**src/rtl/pipe_hazard_ctrl_if.sv**
```systemverilog
// Pipeline-side signals of the hazard controller: ID/EX hazard sources in, stall/flush controls out.
interface pipe_hazard_ctrl_if #(
  parameter int unsigned CNT_W  = 16,
  parameter int unsigned REG_AW = 5
);
  logic [REG_AW-1:0] i_id_rs1;
  logic [REG_AW-1:0] i_id_rs2;
  logic              i_id_rs1_used;
  logic              i_id_rs2_used;
  logic [REG_AW-1:0] i_ex_rd;
  logic              i_ex_mem_read;
  logic              i_ex_br_valid;
  logic              i_ex_br_taken;
  logic              i_ex_pred_taken;
  logic              i_wait_IM1_read;
  logic              i_wait_DM1;
  logic              i_wfi_ex;
  logic              i_irq_pending;
  logic              o_stall;
  logic              o_flush_ex;
  logic              o_nt_pt;
  logic              o_t_pnt;
  logic              o_wait_WFI;
  logic [CNT_W-1:0]  o_bubble_cnt;

  modport master (
    output i_id_rs1, i_id_rs2, i_id_rs1_used, i_id_rs2_used, i_ex_rd, i_ex_mem_read,
           i_ex_br_valid, i_ex_br_taken, i_ex_pred_taken, i_wait_IM1_read, i_wait_DM1,
           i_wfi_ex, i_irq_pending,
    input  o_stall, o_flush_ex, o_nt_pt, o_t_pnt, o_wait_WFI, o_bubble_cnt
  );

  modport slave (
    input  i_id_rs1, i_id_rs2, i_id_rs1_used, i_id_rs2_used, i_ex_rd, i_ex_mem_read,
           i_ex_br_valid, i_ex_br_taken, i_ex_pred_taken, i_wait_IM1_read, i_wait_DM1,
           i_wfi_ex, i_irq_pending,
    output o_stall, o_flush_ex, o_nt_pt, o_t_pnt, o_wait_WFI, o_bubble_cnt
  );
endinterface

```
**src/rtl/pipe_hazard_ctrl.sv**
```systemverilog
// Stall/flush sequencer for the 5-stage pipeline: load-use, mispredict, bus waits and WFI sleep,
// plus a saturating bubble counter.
module pipe_hazard_ctrl #(
  parameter int unsigned CNT_W  = 16,
  parameter int unsigned REG_AW = 5
) (
  input logic              clk,
  input logic              rst,
  pipe_hazard_ctrl_if.slave bus
);

  typedef enum logic [1:0] {S_RUN, S_WFI, S_WAKE} state_t;

  state_t           state, state_nx;
  logic             pend_nt, pend_tp, pend_nt_nx, pend_tp_nx;
  logic             hazard, mis, busy;
  logic             stall, flush, nt_pt, t_pnt, wait_wfi;
  logic [CNT_W-1:0] cnt;

  always_comb begin
    hazard = bus.i_ex_mem_read && (bus.i_ex_rd != '0) &&
             ((bus.i_id_rs1_used && (bus.i_id_rs1 == bus.i_ex_rd)) ||
              (bus.i_id_rs2_used && (bus.i_id_rs2 == bus.i_ex_rd)));
    mis    = bus.i_ex_br_valid && (bus.i_ex_br_taken != bus.i_ex_pred_taken);
    busy   = bus.i_wait_DM1 || bus.i_wait_IM1_read;
  end

  always_comb begin
    state_nx   = state;
    pend_nt_nx = pend_nt;
    pend_tp_nx = pend_tp;
    stall      = 1'b0;
    flush      = 1'b0;
    nt_pt      = 1'b0;
    t_pnt      = 1'b0;
    wait_wfi   = 1'b0;
    unique case (state)
      S_RUN: begin
        if (bus.i_wait_DM1) begin
          stall = 1'b1;
          // EX is frozen during the wait, so a held branch is latched once and not re-counted
          if (mis && !pend_nt && !pend_tp) begin
            pend_nt_nx = bus.i_ex_pred_taken;
            pend_tp_nx = bus.i_ex_br_taken;
          end
        end else if (pend_nt || pend_tp) begin
          nt_pt      = pend_nt;
          t_pnt      = pend_tp;
          flush      = 1'b1;
          pend_nt_nx = 1'b0;
          pend_tp_nx = 1'b0;
        end else if (mis) begin
          nt_pt = bus.i_ex_pred_taken;
          t_pnt = bus.i_ex_br_taken;
          flush = 1'b1;
        end else if (hazard) begin
          stall = 1'b1;
          flush = 1'b1;
        end else if (bus.i_wfi_ex && !busy) begin
          stall    = 1'b1;
          state_nx = S_WFI;
        end
      end
      S_WFI: begin
        wait_wfi = 1'b1;
        stall    = 1'b1;
        if (bus.i_irq_pending) state_nx = S_WAKE;
      end
      S_WAKE: begin
        flush    = 1'b1;
        state_nx = S_RUN;
      end
      default: state_nx = S_RUN;
    endcase
  end

  always_ff @(posedge clk or posedge rst) begin
    if (rst) begin
      state   <= S_RUN;
      pend_nt <= 1'b0;
      pend_tp <= 1'b0;
    end else begin
      state   <= state_nx;
      pend_nt <= pend_nt_nx;
      pend_tp <= pend_tp_nx;
    end
  end

  always_ff @(posedge clk or posedge rst) begin
    if (rst) begin
      cnt <= '0;
    end else if ((flush || nt_pt || t_pnt) && (cnt != '1)) begin
      cnt <= cnt + CNT_W'(1);
    end
  end

  assign bus.o_stall      = stall;
  assign bus.o_flush_ex   = flush;
  assign bus.o_nt_pt      = nt_pt;
  assign bus.o_t_pnt      = t_pnt;
  assign bus.o_wait_WFI   = wait_wfi;
  assign bus.o_bubble_cnt = cnt;

endmodule

```
**src/flat_wrapper.sv**
```systemverilog
// flat-port wrapper written by rule: the top's interface ports become plain ports
module pipe_hazard_ctrl_flat 
#(
  parameter int unsigned CNT_W  = 16,
  parameter int unsigned REG_AW = 5
)
  (clk, rst, bus_i_id_rs1, bus_i_id_rs2, bus_i_id_rs1_used, bus_i_id_rs2_used, bus_i_ex_rd, bus_i_ex_mem_read, bus_i_ex_br_valid, bus_i_ex_br_taken, bus_i_ex_pred_taken, bus_i_wait_IM1_read, bus_i_wait_DM1, bus_i_wfi_ex, bus_i_irq_pending, bus_o_stall, bus_o_flush_ex, bus_o_nt_pt, bus_o_t_pnt, bus_o_wait_WFI, bus_o_bubble_cnt);
  pipe_hazard_ctrl_if #(.CNT_W(CNT_W), .REG_AW(REG_AW)) bus_i ();
  input logic clk;
  input logic rst;
  input wire logic [$bits(bus_i.i_id_rs1)-1:0] bus_i_id_rs1;
  input wire logic [$bits(bus_i.i_id_rs2)-1:0] bus_i_id_rs2;
  input wire logic [$bits(bus_i.i_id_rs1_used)-1:0] bus_i_id_rs1_used;
  input wire logic [$bits(bus_i.i_id_rs2_used)-1:0] bus_i_id_rs2_used;
  input wire logic [$bits(bus_i.i_ex_rd)-1:0] bus_i_ex_rd;
  input wire logic [$bits(bus_i.i_ex_mem_read)-1:0] bus_i_ex_mem_read;
  input wire logic [$bits(bus_i.i_ex_br_valid)-1:0] bus_i_ex_br_valid;
  input wire logic [$bits(bus_i.i_ex_br_taken)-1:0] bus_i_ex_br_taken;
  input wire logic [$bits(bus_i.i_ex_pred_taken)-1:0] bus_i_ex_pred_taken;
  input wire logic [$bits(bus_i.i_wait_IM1_read)-1:0] bus_i_wait_IM1_read;
  input wire logic [$bits(bus_i.i_wait_DM1)-1:0] bus_i_wait_DM1;
  input wire logic [$bits(bus_i.i_wfi_ex)-1:0] bus_i_wfi_ex;
  input wire logic [$bits(bus_i.i_irq_pending)-1:0] bus_i_irq_pending;
  output wire logic [$bits(bus_i.o_stall)-1:0] bus_o_stall;
  output wire logic [$bits(bus_i.o_flush_ex)-1:0] bus_o_flush_ex;
  output wire logic [$bits(bus_i.o_nt_pt)-1:0] bus_o_nt_pt;
  output wire logic [$bits(bus_i.o_t_pnt)-1:0] bus_o_t_pnt;
  output wire logic [$bits(bus_i.o_wait_WFI)-1:0] bus_o_wait_WFI;
  output wire logic [$bits(bus_i.o_bubble_cnt)-1:0] bus_o_bubble_cnt;
  assign bus_i.i_id_rs1 = bus_i_id_rs1;
  assign bus_i.i_id_rs2 = bus_i_id_rs2;
  assign bus_i.i_id_rs1_used = bus_i_id_rs1_used;
  assign bus_i.i_id_rs2_used = bus_i_id_rs2_used;
  assign bus_i.i_ex_rd = bus_i_ex_rd;
  assign bus_i.i_ex_mem_read = bus_i_ex_mem_read;
  assign bus_i.i_ex_br_valid = bus_i_ex_br_valid;
  assign bus_i.i_ex_br_taken = bus_i_ex_br_taken;
  assign bus_i.i_ex_pred_taken = bus_i_ex_pred_taken;
  assign bus_i.i_wait_IM1_read = bus_i_wait_IM1_read;
  assign bus_i.i_wait_DM1 = bus_i_wait_DM1;
  assign bus_i.i_wfi_ex = bus_i_wfi_ex;
  assign bus_i.i_irq_pending = bus_i_irq_pending;
  assign bus_o_stall = bus_i.o_stall;
  assign bus_o_flush_ex = bus_i.o_flush_ex;
  assign bus_o_nt_pt = bus_i.o_nt_pt;
  assign bus_o_t_pnt = bus_i.o_t_pnt;
  assign bus_o_wait_WFI = bus_i.o_wait_WFI;
  assign bus_o_bubble_cnt = bus_i.o_bubble_cnt;
  pipe_hazard_ctrl #(.CNT_W(CNT_W), .REG_AW(REG_AW)) u_core (.clk(clk), .rst(rst), .bus(bus_i));
endmodule
```
**config.mk**
```make
export PLATFORM = sky130hd
export DESIGN_NAME = pipe_hazard_ctrl_flat
export DESIGN_NICKNAME = d
export VERILOG_FILES = /design/src/rtl/pipe_hazard_ctrl_if.sv /design/src/rtl/pipe_hazard_ctrl.sv /design/src/flat_wrapper.sv
export SDC_FILE = /design/constraint.sdc
export NUM_CORES = 1
export LEC_CHECK = 0
export CAP_MARGIN = 5
export CORE_ASPECT_RATIO = 1.4
export CORE_MARGIN = 5
export CORE_UTILIZATION = 48
export CTS_CLUSTER_DIAMETER = 50
export DETAILED_ROUTE_END_ITERATION = 8
export DONT_BUFFER_PORTS = 1
export GPL_ROUTABILITY_DRIVEN = 0
export PLACE_DENSITY_LB_ADDON = 0.25
export SLEW_MARGIN = 0
export SYNTH_ARGS = -nofsm -noshare
export SYNTH_HDL_FRONTEND = slang
export SYNTH_SLANG_ARGS = --single-unit
```
**constraint.sdc**
```tcl
create_clock -name clk -period 4.4 [get_ports clk]
set_input_delay 0.44 -clock clk [delete_from_list [all_inputs] [get_ports clk]]
set_output_delay 0.44 -clock clk [all_outputs]
set_load 0.005 [all_outputs]
```
==> reports/summary.md <==
• **outcome** finished clean
• **fraction of final layout cells with drive strength greater than 1** 7.56%
• **Hold Violations, Final** 0
• **Post-Syn Nets** 145
• **number of nets in the layout** 148
• **category of the most critical setup path** reg -> out
• **synthesized area divided by synthesized cell count** 9.91 sq um
• **Clock Skew** 0.00937 ns
• **initial antenna violation count** 0
• **Top-Level Pins** 48
• **Area growth, synth to finish** 4.31%
• **Leak Pwr** 0.530 nW
• **unrepaired setup endpoints after global routing** false
• **post-synthesis instance area** 1160 sq um
• **number of buffers and inverters on the critical path** 1
• **TritonCTS clock tree** built
• **maximum clock insertion buffer count** 2
• **Post-route DRC** 0
• **endpoint of the most critical register-to-register path** u_core.bus.o_bubble_cnt[5]$_DFFE_PP0P_
• **cell family contributing the most delay on the critical path** compound AO/OA/AOI/OAI gates
• **synthesis warning total** 0
• **Total Power** 0.448 mW
• **number of post-CTS setup repair buffers** 0
• **sequential cell area fraction in the yosys report** 43.1%
• **flop2flop setup slack** 2.30 ns
• **largest area contributor in the netlist** dfrtp_1
• **Worst Setup Start Kind** flip-flop
• **maximum single-stage delay on the critical path** 0.43 ns
• **number of max-cap violations** 0
• **DRT Pass-1 Iters** 4
• **via count of the first global-routing pass** 896
• **slew of the pin with the lowest slew margin** 0.749 ns
• **number of cells on the worst reg-to-reg path** 7
• **timing-limited maximum frequency** 0.445 GHz
• **setup_tns** 0 ns
• **full die area** 3510 sq um
• **Critical Path RT** 3.96 ns
• **total global-route track usage** 14.3%
• **starting density of the core** 49.0%
• **most instantiated flip-flop cell in the synthesis netlist** dfrtp_1
• **number of fillers in the final layout** 227
• **WL per Instance** 17.0 um
• **Vert. Die Dim** 68.2 um
• **pin count of the biggest net entering global routing** 21
• **chain of cells forming the critical path** a211oi_1, o21ai_0, a21oi_1, inv_1
• **share of async-settable or async-resettable flops after synthesis** 100%
• **floorplan row count** 21
• **number of distinct standard cells referenced by the synthesized netlist** 33
• **total of hold buffers inserted after clock tree synthesis** 0
• **number of clock sinks** 20
• **dominant cells by area after synthesis** dfrtp_1 43%, xnor2_1 9.8%, xor2_1 9.8%
• **Post-synth EDFFs** 0
• **library cell contributing the largest single delay on the critical path** a211oi_1
• **Max Slew Vio Count** 0
• **power density relative to cell area** 370 nW/um^2
• **Slew HR** 50.0%
• **count of state elements after synthesis** 20
• **Iter 0 DRT Violations** 14
• **cell count after synthesis** 117
• **antenna diode count** 0
• **minimum period implied by the final worst setup slack** 2.25 ns
• **Hold Path Class** in -> async
• **DP HPWL** 1.97 mm
• **core region area** 2360 sq um
• **count of port buffers added during placement** 0
• **Clk Latency, worst-skew pair** 0.30 ns
• **crit path DAT** 1.81 ns
• **TritonCTS buffer count** 3
• **total wire length** 2.41 mm
• **Antenna Violating Nets Remaining** 0
• **kind of end point of the critical path** primary output
• **Final period util** 51.1%
• **post-CTS resize count** 0
• **Clock Tree Root** clkbuf_4
• **Setup Viol. Count Final** 0
• **CTS H-Tree Depth** 1
• **peak supply drop** 0.274 mV
• **grt ovf** 0
• **Critical Path Fanout Max** 4
• **fraction of synthesized cell area taken by the top area cell type** 43.1%
• **routed via count divided by cell count** 6.20
• **reg2reg start** u_core.bus.o_bubble_cnt[3]$_DFFE_PP0P_
• **Clock Pin Slew Worst Setup and Hold Paths** 0.11 ns
• **total number of vias** 881
• **global-route wire length before repair** 3.80 mm
• **die span in x** 51.5 um
## worst reg2reg max path: stages, from the launching register on
cell	delay [ns]
dfrtp_1	0.46
and4_1	0.30
and2_4	0.20
nand4_1	0.10
or3b_4	0.42
a21boi_4	0.21
nand4_1	0.14
xnor2_1	0.15
## layout make-up
class                           count  area (sq um)  area share, %
Inverter                            3          11.3          0.931
Tap cell                           23          28.8           2.38
Clock buffer                        4          36.3           3.00
Multi-Input combinational cell     92           633           52.3
Sequential cell                    20           500           41.4
## metal layers
metal  vias up  routed length, um  global-route usage [%]
met5         -                  0                       0
met4         0                 51                    7.21
met3         6                244                    5.66
met2        36               1260                    25.8
li1        415                  -                       -
met1       424                857                    14.0
## per-stage QoR
stage / setup slack [ns] / hold WS, ns / cells / util [%] / area (sq um)
floorplan: 2.43 / 0.404 / 117 / - / 1160
finish: 2.15 / 0.141 / 142 / 51.2 / 1210
global placement: 2.22 / 0.496 / 138 / 49.6 / 1170
detailed placement: 2.22 / 0.502 / 138 / 49.6 / 1170
CTS: 2.13 / 0.165 / 142 / 51.2 / 1210
global route: 2.07 / 0.201 / 142 / 51.2 / 1210
## state kept, by name (all words and copies together), names as in the netlist
name	count
u_core.state	2
u_core.bus.o_bubble_cnt	16
u_core.pend_nt	1
u_core.pend_tp	1
## cells by family (layout without fill, tap and decap cells)
| group | after synthesis | after routing | synth area share [%] |
|---|---|---|---|
| AO/OA/AOI/OAI | 15 | 15 | 8.63 |
| flip-flops | 20 | 20 | 43.1 |
| multiplexers | 1 | 1 | 0.971 |
| buffers and inverters | 5 | 7 | 2.26 |
| AND/OR/NAND/NOR | 49 | 49 | 24.3 |
| adder cells (fa/ha/maj) | 1 | 1 | 1.08 |
| XOR/XNOR | 26 | 26 | 19.6 |
## layout by cell type (no fill, tap or decap), drive strengths merged
cell     n
dfrtp   20
xor2    13
xnor2   13
nand2    9
nand4    7
nor2     7
a21oi    6
nor3     5
nand3    4
clkbuf   4
o21ai    4
and2     4
and3     3
inv      3
and4     2
nor2b    2
o21a     2
nor4     2
or4      1
or3      1
a32oi    1
or3b     1
a211oi   1
a21boi   1
nor4bb   1
mux2     1
ha       1
## Yosys cell counts (all sizes together), types with 2 or more instances
library cell and count:
a21oi 6, and2 4, nand3 4, xor2 13, nand2 9, nor3 5, and4 2, nor4 2
inv 3, nor2 7, and3 3, o21a 2, o21ai 4, dfrtp 20, nor2b 2, xnor2 13
nand4 7
## how the worst max path moves through the flow
stage	start	end	slack, ns	depth (start not counted)
2_1_floorplan	u_core.bus.o_bubble_cnt[3]$_DFFE_PP0P_	u_core.bus.o_bubble_cnt[1]$_DFFE_PP0P_	2.43	7
3_3_place_gp	bus_i_ex_rd[0]	bus_o_flush_ex	2.22	5
3_5_place_dp	bus_i_ex_rd[0]	bus_o_flush_ex	2.22	5
4_1_cts	u_core.pend_tp$_DFFE_PP0P_	bus_o_flush_ex	2.13	4
5_1_grt	u_core.pend_tp$_DFFE_PP0P_	bus_o_flush_ex	2.07	4
6_report	u_core.pend_tp$_DFFE_PP0P_	bus_o_flush_ex	2.15	4
## power by group
| part | switching, mW | total (mW) | internal (mW) |
|---|---|---|---|
| Clock | 0.0549 | 0.105 | 0.0505 |
| Sequential | 0.0401 | 0.252 | 0.212 |
| Combinational | 0.0460 | 0.0911 | 0.0451 |
| Total | 0.141 | 0.448 | 0.307 |
No activity file was read; power rests on OpenSTA's default activity.
